## src/rtl/univ_shift_reg_pkg.sv

```systemverilog
// univ_shift_reg_pkg: MODE encodings and delay constants for univ_shift_reg.
package univ_shift_reg_pkg;

    typedef enum logic [2:0] {
        MODE_HOLD = 3'b000,
        MODE_LOAD = 3'b001,
        MODE_SHL  = 3'b010,
        MODE_SHR  = 3'b011,
        MODE_ROTL = 3'b100,
        MODE_ROTR = 3'b101,
        MODE_ASHR = 3'b110,
        MODE_SCLR = 3'b111
    } mode_e;

    // Timing-lab delay contributions, summed on every output when delays are enabled.
    localparam int TIME_DELAY_3 = 2;
    localparam int FAN_OUT_1    = 1;
    localparam int PRIMARY_OUT  = 1;

endpackage

```

## src/rtl/univ_shift_reg_dff_clr.sv

```systemverilog
// dff_clr: 1-bit D flip-flop with asynchronous active-high clear and complementary outputs.
// Ports: CLK clock, D data, CLR async clear, Q state, Q_BAR ~Q.
module dff_clr (
    input  logic CLK,
    input  logic D,
    input  logic CLR,
    output logic Q,
    output logic Q_BAR
);

    logic q_q;

    always_ff @(posedge CLK or posedge CLR)
        if (CLR) q_q <= 1'b0;
        else     q_q <= D;

    assign Q     = q_q;
    assign Q_BAR = ~q_q;

endmodule

```

## src/rtl/univ_shift_reg.sv

```systemverilog
// univ_shift_reg: WIDTH-bit universal shift register (hold/load/shift/rotate/ashr/sclr).
// Ports: CLK clock, CLR async clear, EN enable, MODE op select, D load data,
//        SIL/SIR serial inputs, Q state, Q_BAR ~Q, SOL = Q[WIDTH-1], SOR = Q[0].
// Define UNIV_SHREG_DELAY_EN to drive all outputs through an inertial lab delay.
module univ_shift_reg
    import univ_shift_reg_pkg::*;
#(
    parameter int WIDTH = 8
) (
    input  logic             CLK,
    input  logic             CLR,
    input  logic             EN,
    input  logic [2:0]       MODE,
    input  logic [WIDTH-1:0] D,
    input  logic             SIL,
    input  logic             SIR,
    output logic [WIDTH-1:0] Q,
    output logic [WIDTH-1:0] Q_BAR,
    output logic             SOL,
    output logic             SOR
);

    logic [WIDTH-1:0] q_d, q_q, qb_q;

    always_comb begin
        q_d = q_q;
        if (EN) begin
            case (MODE)
                MODE_HOLD: q_d = q_q;
                MODE_LOAD: q_d = D;
                MODE_SHL:  q_d = {q_q[WIDTH-2:0], SIL};
                MODE_SHR:  q_d = {SIR, q_q[WIDTH-1:1]};
                MODE_ROTL: q_d = {q_q[WIDTH-2:0], q_q[WIDTH-1]};
                MODE_ROTR: q_d = {q_q[0], q_q[WIDTH-1:1]};
                MODE_ASHR: q_d = {q_q[WIDTH-1], q_q[WIDTH-1:1]};
                MODE_SCLR: q_d = '0;
                // Only reachable with X/Z on MODE; propagate the unknown.
                default:   q_d = 'x;
            endcase
        end
    end

    for (genvar i = 0; i < WIDTH; i++) begin : g_bit
        dff_clr u_dff (
            .CLK  (CLK),
            .D    (q_d[i]),
            .CLR  (CLR),
            .Q    (q_q[i]),
            .Q_BAR(qb_q[i])
        );
    end

`ifdef UNIV_SHREG_DELAY_EN
    localparam int DLY = TIME_DELAY_3 + FAN_OUT_1 + PRIMARY_OUT;
    assign #(DLY) Q     = q_q;
    assign #(DLY) Q_BAR = qb_q;
    assign #(DLY) SOL   = q_q[WIDTH-1];
    assign #(DLY) SOR   = q_q[0];
`else
    assign Q     = q_q;
    assign Q_BAR = qb_q;
    assign SOL   = q_q[WIDTH-1];
    assign SOR   = q_q[0];
`endif

endmodule

```

## config.mk

```make
export PLATFORM = sky130hd
export DESIGN_NAME = univ_shift_reg
export DESIGN_NICKNAME = d
export VERILOG_FILES = /design/src/rtl/univ_shift_reg_pkg.sv /design/src/rtl/univ_shift_reg_dff_clr.sv /design/src/rtl/univ_shift_reg.sv
export SDC_FILE = /design/constraint.sdc
export NUM_CORES = 1
export LEC_CHECK = 0
export ABC_AREA = 1
export CORE_UTILIZATION = 40
export CTS_CLUSTER_SIZE = 14
export DETAILED_ROUTE_END_ITERATION = 10
export GPL_ROUTABILITY_DRIVEN = 0
export GPL_TIMING_DRIVEN = 0
export PLACE_DENSITY = 0.73
export SETUP_SLACK_MARGIN = 0.02
export SYNTH_ARGS = -nofsm -noshare
export SYNTH_HDL_FRONTEND = slang
export SYNTH_SLANG_ARGS = --single-unit
```

## constraint.sdc

```tcl
create_clock -name CLK -period 1 [get_ports CLK]
set_input_delay 0.3 -clock CLK [delete_from_list [all_inputs] [get_ports CLK]]
set_output_delay 0.3 -clock CLK [all_outputs]
set_load 0.005 [all_outputs]
```

==> metrics.txt, run 1 <==
number of global-route vias before repair=946; CTS tree=built; critical path class=flip-flop to primary output; IO buf count=32; Internal=between 1 and 1.5 mW; DPL Wire Length=roughly 1.4 mm; Max-Cap Viols=0; Num CTS Buffers=3; Worst VDD drop=~780 uV; CTS H-tree lvls=1; Die ar.=~2100 um^2; cts hold-fix bufs=0; setup TNS=-6.01 ns; clock power share=14.8%; Net Sw Frac=36.6%; final setup margin=-0.349 ns; initial antenna violation count=0; antenna fix cells=0; Leak=0.841 nW; hold slack=~0.28 ns; crit path DAT=1.05 ns; critical path peak fanout=2; post-synthesis xor/xnor area fraction=0%; Vias/cell=5.35; first-pass GRT wire length=4.59 mm; synthesized flop and latch total=8; clk slew on worst S/H paths=0.07 ns; CTS max path bufs=2; initial DRC count=70; achievable clock frequency=0.741 GHz; Critical Path Source Type=flip-flop; RSZ-0062 raised after global routing=true; final net count=around 200; # clock sinks=8; PwrDens=1310 nW/um^2; via count=1081; critical path capture point type=primary output; multiplexer area fraction after synthesis=0%; total power=just over 2 mW; Final Critical Period=1.35 ns; Slew HR=between 70% and 80%; Syn Area/Cell=approximately 6.3 um^2; Flop pwr share=21.8%; Cells after Synth=121; clk_skew=0.00159 ns; sequential fraction of the synthesis area=26.4%; largest family of logic cells by synthesized area=simple AND/OR/NAND/NOR gates; GR Overflow Total=0; Row Count=15; Detailed Route WL=about 3.6 mm; Root Buffer=clkbuf_4; Synth Area in Compound Gates=9.39%; GR Util All Layers=33.0%; share of cells above drive strength 1=58.8%; Synth warnings=0; Initial Util=43.5%; Logic pwr share=between 60 and 70%; HP Class=input pin to async pin; Post-route DRC=0; max FFs per register=8; setup violators final=26; area share of and/or/nand/nor cells after synthesis=35.9%; Area Overhead vs Synth=104%; worst endpoint required time=0.70 ns; sw power=0.743 mW; adder-cell share of the synthesized area=0%; IO Count=34; status=finished, violations left; drt first pass iters=4; antenna viol nets, final=0; routed len/inst=between 15 and 20 um; largest net degree at the start of global routing=11; die height=45.6 um; count of final hold-check violations=0; Syn Std Cell Area=759 um^2; Tcrit/Tclk final=135%; Synth cell types=17; worst skew pair latency=0.28 ns; Syn Nets=137; count of pins over their slew limit=0; die extent in x=45.6 um; area of the core=1750 um^2; Worst-Margin Slew=0.336 ns; failing checks=setup timing
==> worst max-delay path: stages (launching register included) <==
cell	delay [ns]
dfrtp_2	0.43
buf_6	0.13
buf_6	0.11
buf_6	0.10
==> final timing paths <==
kind / from / endpoint / slack [ns] / depth (start not counted)
min in group CLK: MODE[1] / g_bit[7].u_dff.Q / 0.53 / 5
setup reg to reg: g_bit[0].u_dff.Q / g_bit[7].u_dff.Q / -0.35 / 7
hold reg to reg: g_bit[4].u_dff.Q / g_bit[4].u_dff.Q / 0.72 / 4
setup / recovery: g_bit[0].u_dff.Q / SOR / -0.35 / 3
hold / removal: CLR / g_bit[4].u_dff.Q / 0.28 / 2
max in group asynchronous: CLR / g_bit[0].u_dff.Q / 0.45 / 2
==> synthesized netlist by cell type (all sizes together) <==
master / count / share of area, %
dfrtp: 8 / 26
buf: 18 / 18
nand2: 43 / 21
a21boi: 1 / 2.5
a21oi: 1 / 0.66
nand3: 14 / 9.9
inv: 21 / 10
o21ai: 8 / 6.3
nand4: 2 / 1.6
nor2: 5 / 3.1
==> power by group through the flow <==
| stage | Combinational, mW | Clock (mW) | Sequential [mW] |
|---|---|---|---|
| 2_1_floorplan | 0.375 | 0 | 0.438 |
| 3_3_place_gp | 0.699 | 0 | 0.458 |
| 3_5_place_dp | 0.711 | 0 | 0.461 |
| 4_1_cts | 1.18 | 0.253 | 0.429 |
| 5_1_grt | 1.34 | 0.311 | 0.445 |
| 6_report | 1.29 | 0.301 | 0.443 |
==> cells by family after synthesis <==
family / count (synthesis)
AND/OR/NAND/NOR: 64
buffers and inverters: 39
AO/OA/AOI/OAI: 10
flip-flops: 8
==> metal layers <==
layer  up-vias  wire length, um  track usage (%)  share of wire [%]
met5         -                0                0                  0
met4         0              210             15.2                5.9
met3        24              355             6.35                9.9
met2        97             1790             58.3                 50
met1       491             1220             37.8                 34
li1        469                -                -                  -
==> placed cells by master (no fill, tap or decap) <==
cell,synthesis,layout
nand2_1,43,28
o21ai_2,2,3
nand3_1,13,6
inv_4,0,3
nand3_4,0,2
clkdlybuf4s50_1,0,11
a21oi_1,1,1
inv_6,0,1
clkbuf_4,0,3
dlygate4sd2_1,0,1
nor2_2,2,1
nand3_2,1,6
dfrtp_1,8,6
nand4_1,2,2
a21boi_4,1,1
nand2_2,0,12
inv_2,2,7
buf_4,16,10
buf_2,1,1
nor2_4,0,1
dfrtp_2,0,2
inv_1,19,10
o21ai_0,4,3
buf_12,0,1
buf_6,1,47
o21ai_1,2,2
nor2_1,3,3
nand2_4,0,3
==> area by class of cell <==
class | count | area (um^2)
plain buffers | 10 | 121
clock buffers | 3 | 22.5
fillers | 78 | 194
inverters | 21 | 91.3
multi-input cells | 74 | 455
flip-flops and latches | 8 | 203
well taps | 25 | 31.3
repair buffers | 61 | 627
==> what timing repair did <==
action,4_1_cts,5_1_grt
pin swaps,24,16
setup buffers,29,3
setup endpoints to repair,26,26
gates resized for setup,154,15
==> metrics by stage <==
step	cell area [um^2]	setup WS [ns]	cells	utilization, %
detailed placement	1160	-0.850	178	66.7
global placement	1160	-0.820	178	66.7
global route	1550	-0.390	202	88.9
finish	1550	-0.349	202	88.9
floorplan	812	-0.0453	121	-
CTS	1520	-0.304	203	87.0
Note: power is estimated with default switching activity, not from simulation.
==> run 2, diff against run 1 <==
--- a/config.mk
+++ b/config.mk
@@ -5,7 +5,6 @@
 export SDC_FILE = /design/constraint.sdc
 export NUM_CORES = 1
 export LEC_CHECK = 0
-export ABC_AREA = 1
 export CORE_UTILIZATION = 40
 export CTS_CLUSTER_SIZE = 14
 export DETAILED_ROUTE_END_ITERATION = 10
==> metrics.txt, run 2 <==
share of cells above drive strength 1=52.6% (-6.1 points); Synth cell types=21 (+4); worst skew pair latency=0.26 ns (-0.02 ns); CTS max path bufs=2 (unchanged); first-pass GRT wire length=3.53 mm (-23%); failing checks=setup timing; die extent in x=45.7 um (+0.23%); count of final hold-check violations=0 (unchanged); initial DRC count=20 (-71%); crit path DAT=1.02 ns (-0.03 ns); Die ar.=2090 um^2 (+0.46%); cts hold-fix bufs=0 (unchanged); clk slew on worst S/H paths=0.06 ns (about the same); Initial Util=43.3% (-0.25 points); Main synth FF type=dfrtp_1; Post-route DRC=0 (unchanged); area of the core=1760 um^2 (+1.1%); Num CTS Buffers=3 (unchanged); critical path capture point type=primary output; end of the critical path=Q_BAR[7]; Area Overhead vs Synth=87.0%; Syn Std Cell Area=763 um^2 (+0.49%); RR Startpoint=g_bit[0].u_dff.Q; Worst-Margin Slew=0.336 ns (-0.000291 ns); antenna viol nets, final=0 (unchanged); Reg area=201 um^2 (-0.62%); IO Count=34 (unchanged); worst-case reg-to-reg path depth=6 (-1); Synth warnings=0 (unchanged); fin util=80.9% (-8.0 points); final non-filler cell total=177 (-12%); GR Util All Layers=23.7% (-9.3 points); antenna fix cells=0 (unchanged); Inst Count DP=153 (-14%); most frequent cell after synthesis=buf_4; multiplexer area fraction after synthesis=9.18% (+9.2 points); initial antenna violation count=0 (unchanged); final setup margin=-0.317 ns (+0.0328 ns); GR Overflow Total=0 (unchanged); total power=2.00 mW (-1.7%); Final Critical Period=1.32 ns (-0.0328 ns); Root Buffer=clkbuf_4; number of synthesized flops with an enable pin=0 (unchanged); area of the multi-input gates=383 um^2 (-16%); final net count=170 (-13%); CTS tree=built; Post-synth ARST share=100% (unchanged); fill count=134 (+72%); critical path peak fanout=3 (+1); Detailed Route WL=2.29 mm (-36%); Syn Nets=111 (-19%); Setup WS pre-CTS=-0.874 ns (-0.0244 ns); Synth Area in Compound Gates=25.1% (+16 points); PwrDens=1400 nW/um^2 (+6.8%); clk_skew=0.00798 ns (+0.00639 ns); hold slack=0.312 ns (+0.0330 ns); via count=871 (-19%); synth cell count leaders=buf_4, inv_1, nand2_1; HP Class=input pin to async pin; setup TNS=-5.15 ns (+0.861 ns); FF-to-FF setup slack=-0.26 ns (+0.09 ns); routed len/inst=13.0 um (-27%); Worst Setup SP=g_bit[7].u_dff.Q; CTS H-tree lvls=1 (unchanged); Critical Path Source Type=flip-flop; Vias/cell=4.92 (-8.0%); commonest cells after routing, fill and taps aside=buf_6, buf_4, clkdlybuf4s50_1; Crit Reg-Reg Endpoint=g_bit[7].u_dff.Q; area share of and/or/nand/nor cells after synthesis=13.3% (-23 points); synth top area cells=dfrtp_1, buf_4, mux2i_1; die height=45.7 um (+0.23%); drt first pass iters=4 (unchanged); top-area cell type share of the netlist area=26.2% (-0.13 points); # clock sinks=8 (unchanged); post-synthesis xor/xnor area fraction=0% (unchanged); Worst VDD drop=1030 uV (+31%); Placement Cell Area=1130 um^2 (-3.1%); Design Area, Final=1430 um^2 (-8.0%); commonest non-fill, non-tap cell in the layout=buf_6; Syn Area/Cell=8.03 um^2 (+28%); setup violators final=26 (unchanged); Synth area leader=dfrtp_1; count of pins over their slew limit=0 (unchanged); status=finished, violations left; largest net degree at the start of global routing=11 (unchanged); max FFs per register=8 (unchanged); Leak=0.738 nW (-12%); Cells after Synth=95 (-21%); Tcrit/Tclk final=132% (-3.3 points); synthesized flop and latch total=8 (unchanged); number of global-route vias before repair=780 (-18%); achievable clock frequency=0.760 GHz (+2.5%); largest family of logic cells by synthesized area=buffers and inverters; DPL Wire Length=1.39 mm (+1.3%); critical path class=flip-flop to primary output; RSZ-0062 raised after global routing=true; IO buf count=33 (+3.1%); Max-Cap Viols=0 (unchanged); Row Count=15 (unchanged); adder-cell share of the synthesized area=0% (unchanged); Slew HR=77.6% (about the same); worst endpoint required time=0.70 ns (about the same); sequential fraction of the synthesis area=26.2% (-0.13 points)
run 2: cell count changes after synthesis, moves of 4 or more:
cell,previous run,this run
o22ai_1,0,7
o21ai_1,2,8
a21o_1,0,7
nor2_1,3,8
nand3_1,13,0
nand2_1,43,9
mux2i_1,0,7
inv_1,19,9
o21ai_0,4,0
run 2: cell families after synthesis:
group / after synthesis
flops: 8
buf+inv: 30
simple gates: 23
mux: 7
compound gates: 27
run 2: power breakdown:
group	total, mW	leakage [nW]	switching [mW]	internal, mW
Sequential	0.444	0.0987	0.0575	0.386
Combinational	1.29	0.626	0.444	0.847
Clock	0.262	0.0138	0.123	0.138
Total	2.00	0.738	0.625	1.37
run 2: timing repair:
item,CTS,global route
setup endpoints to repair,26,26
buffers inserted,25,2
resized for setup,132,6
pin swaps,15,10
gates cloned,1,0
run 2: per-layer routing:
metal | up-vias | GRT usage, % | routed length [um]
met5 | - | 0 | 0
met4 | 0 | 9.09 | 25
met3 | 4 | 2.78 | 109
met2 | 36 | 38.9 | 1170
met1 | 411 | 31.4 | 989
li1 | 420 | - | -
run 2: cell type report:
| class | instances | share of cell area (%) |
|---|---|---|
| flip-flops and latches | 8 | 14.1 |
| inverters | 9 | 2.72 |
| repair buffers | 60 | 41.5 |
| multi-input cells | 57 | 26.8 |
| clock buffers | 3 | 1.58 |
| plain buffers | 15 | 11.1 |
| well taps | 25 | 2.19 |
run 2: worst max-delay path: stages, from the launching register on:
cell and delay [ns]:
dfrtp_1 0.40, buf_6 0.13, inv_4 0.03, buf_6 0.10
buf_6 0.10
run 2: worst min path at each step:
stage / startpoint / endpoint / slack, ns / cells past startpoint
4_1_cts: CLR / g_bit[6].u_dff.Q / 0.31 / 2
5_1_grt: CLR / g_bit[7].u_dff.Q / 0.37 / 2
3_5_place_dp: g_bit[0].u_dff.Q / g_bit[0].u_dff.Q / 0.55 / 2
2_1_floorplan: CLR / g_bit[0].u_dff.Q / 0.12 / 1
6_report: CLR / g_bit[7].u_dff.Q / 0.31 / 2
3_3_place_gp: g_bit[0].u_dff.Q / g_bit[0].u_dff.Q / 0.56 / 2
==> run 3, diff against run 2 <==
--- a/config.mk
+++ b/config.mk
@@ -10,7 +10,7 @@
 export DETAILED_ROUTE_END_ITERATION = 10
 export GPL_ROUTABILITY_DRIVEN = 0
 export GPL_TIMING_DRIVEN = 0
-export PLACE_DENSITY = 0.73
+export PLACE_DENSITY = 0.77
 export SETUP_SLACK_MARGIN = 0.02
 export SYNTH_ARGS = -nofsm -noshare
 export SYNTH_HDL_FRONTEND = slang
==> metrics.txt, run 3 (same netlist as run 2, synthesis figures left out) <==
slowest stage delay, CP=0.41 ns (about the same); critical path peak fanout=3 (unchanged); final net count=166 (-2.4%); area of the core=1760 um^2 (unchanged); GR Overflow Total=0 (unchanged); Final Critical Period=1.30 ns (-0.0137 ns); FF-to-FF setup slack=-0.27 ns (about the same); Num CTS Buffers=3 (unchanged); Critical Path Source Type=flip-flop; antenna fix cells=0 (unchanged); IO Count=34 (unchanged); first-pass GRT wire length=3.63 mm (+3.0%); met2 usage=44.9% (+6.0 points); Placement Cell Area=1130 um^2 (unchanged); share of cells above drive strength 1=50.0% (-2.6 points); critical path capture point type=primary output; GR Util All Layers=24.5% (+0.86 points); Area Overhead vs Synth=83.6%; Post-route DRC=0 (unchanged); CTS max path bufs=2 (unchanged); drt first pass iters=4 (unchanged); critical path class=flip-flop to primary output; Crit path top cell by count=buf_6; Vias/cell=5.01 (+1.8%); die extent in x=45.7 um (unchanged); crit path DAT=1.00 ns (-0.02 ns); die height=45.7 um (unchanged); Root Buffer=clkbuf_4; number of global-route vias before repair=866 (+11%); failing checks=setup timing; crit path cell chain=buf_6 > inv_4 > buf_6 > buf_6; Leak=0.720 nW (-2.4%); worst endpoint required time=0.70 ns (about the same); Die ar.=2090 um^2 (unchanged); Max-Cap Viols=0 (unchanged); GR Layer Usage met1=27.9% (-3.5 points); final setup margin=-0.303 ns (+0.0137 ns); fill count=124 (-7.5%); CTS H-tree lvls=1 (unchanged); CTS tree=built; count of final hold-check violations=0 (unchanged); Max stage delay cell, worst path=dfrtp_1; # clock sinks=8 (unchanged); grt peak-use layer=met2; Row Count=15 (unchanged); commonest cells after routing, fill and taps aside=buf_6, clkdlybuf4s50_1, nand2_1; achievable clock frequency=0.768 GHz (+1.0%); commonest non-fill, non-tap cell in the layout=buf_6; Slew HR=77.4% (-0.21 points); hold slack=0.301 ns (-0.0105 ns); max FFs per register=8 (unchanged); clk slew on worst S/H paths=0.07 ns (about the same); Tcrit/Tclk final=130% (-1.4 points); initial antenna violation count=0 (unchanged); initial DRC count=28 (+40%); Worst-Margin Slew=0.339 ns (+0.00321 ns); routed len/inst=12.9 um (-0.23%); Inst Count DP=153 (unchanged); IO buf count=33 (unchanged); count of pins over their slew limit=0 (unchanged); PwrDens=1400 nW/um^2 (about the same); setup violators final=26 (unchanged); final non-filler cell total=173 (-2.3%); HP Class=input pin to async pin; via count=867 (-0.46%); cts hold-fix bufs=0 (unchanged); Worst VDD drop=940 uV (-8.6%); status=finished, violations left; Detailed Route WL=2.24 mm (-2.5%); met3 Track Usage GR=4.37% (+1.6 points); Design Area, Final=1400 um^2 (-1.8%); DPL Wire Length=1.43 mm (+2.8%); RSZ-0062 raised after global routing=true; setup TNS=-5.03 ns (+0.123 ns); worst skew pair latency=0.26 ns (about the same); clk_skew=0.00722 ns (-0.000760 ns); largest net degree at the start of global routing=11 (unchanged); antenna viol nets, final=0 (unchanged); Initial Util=43.3% (unchanged)
-- run 3: cell types whose count changed in the layout (fill, tap and decap cells not counted) --
cell,previous run,this run
buf_6,45,47
o21ai_2,1,0
o21ai_1,7,8
nand2_2,1,0
inv_2,5,6
inv_1,2,1
nand2_1,8,9
nor3_2,1,0
o22ai_1,6,7
buf_2,5,4
nor3_4,0,1
buf_4,12,7
o22ai_2,1,0
-- run 3: layout make-up --
| type | count | area (um^2) | share of cell area (%) |
|---|---|---|---|
| Timing Repair Buffer | 56 | 576 | 41.1 |
| Clock buffer | 3 | 22.5 | 1.61 |
| Inverter | 9 | 38.8 | 2.77 |
| Sequential cell | 8 | 201 | 14.4 |
| Multi-Input combinational cell | 57 | 377 | 26.9 |
| Tap cell | 25 | 31.3 | 2.23 |
| Buffer | 15 | 155 | 11.1 |
-- run 3: per-stage QoR --
stage	power, mW	util, %	setup slack [ns]
after floorplan	0.894	-	-0.141
final	1.96	79.4	-0.303
after CTS	1.92	78.5	-0.290
after detailed placement	1.30	63.9	-0.830
after global routing	2.07	79.4	-0.344
after global placement	1.28	63.9	-0.812
-- run 3: final timing paths --
check	cells after the start	endpoint	start
min in group CLK	3	g_bit[7].u_dff.Q	MODE[2]
worst max register to register	6	g_bit[7].u_dff.Q	g_bit[0].u_dff.Q
worst min register to register	4	g_bit[6].u_dff.Q	g_bit[6].u_dff.Q
max in group asynchronous	2	g_bit[6].u_dff.Q	CLR
worst min-delay path	2	g_bit[7].u_dff.Q	CLR
worst max-delay path	4	Q_BAR[0]	g_bit[0].u_dff.Q
-- run 3: critical path, delay by kind of cell (launching register included) --
| family | cells | cell delay (ns) |
|---|---|---|
| DFF | 1 | 0.41 |
| buffers and inverters | 4 | 0.34 |
-- run 3: routing by layer --
metal  vias up  wire length, um
li1        416                -
met1       410              909
met2        37             1160
met3         4              149
met4         0               21
met5         -                0
-- run 3: report_power, final --
part | total [mW] | switching [mW] | internal, mW
sequential | 0.446 | 0.0595 | 0.386
clock | 0.264 | 0.126 | 0.138
combinational | 1.25 | 0.431 | 0.818
-- run 3: repair_timing --
action	in CTS	in global routing
gates resized for setup	136	4
pin swaps	18	12
gates cloned	1	0
setup buffers	22	0
endpoints found under the setup margin	26	26
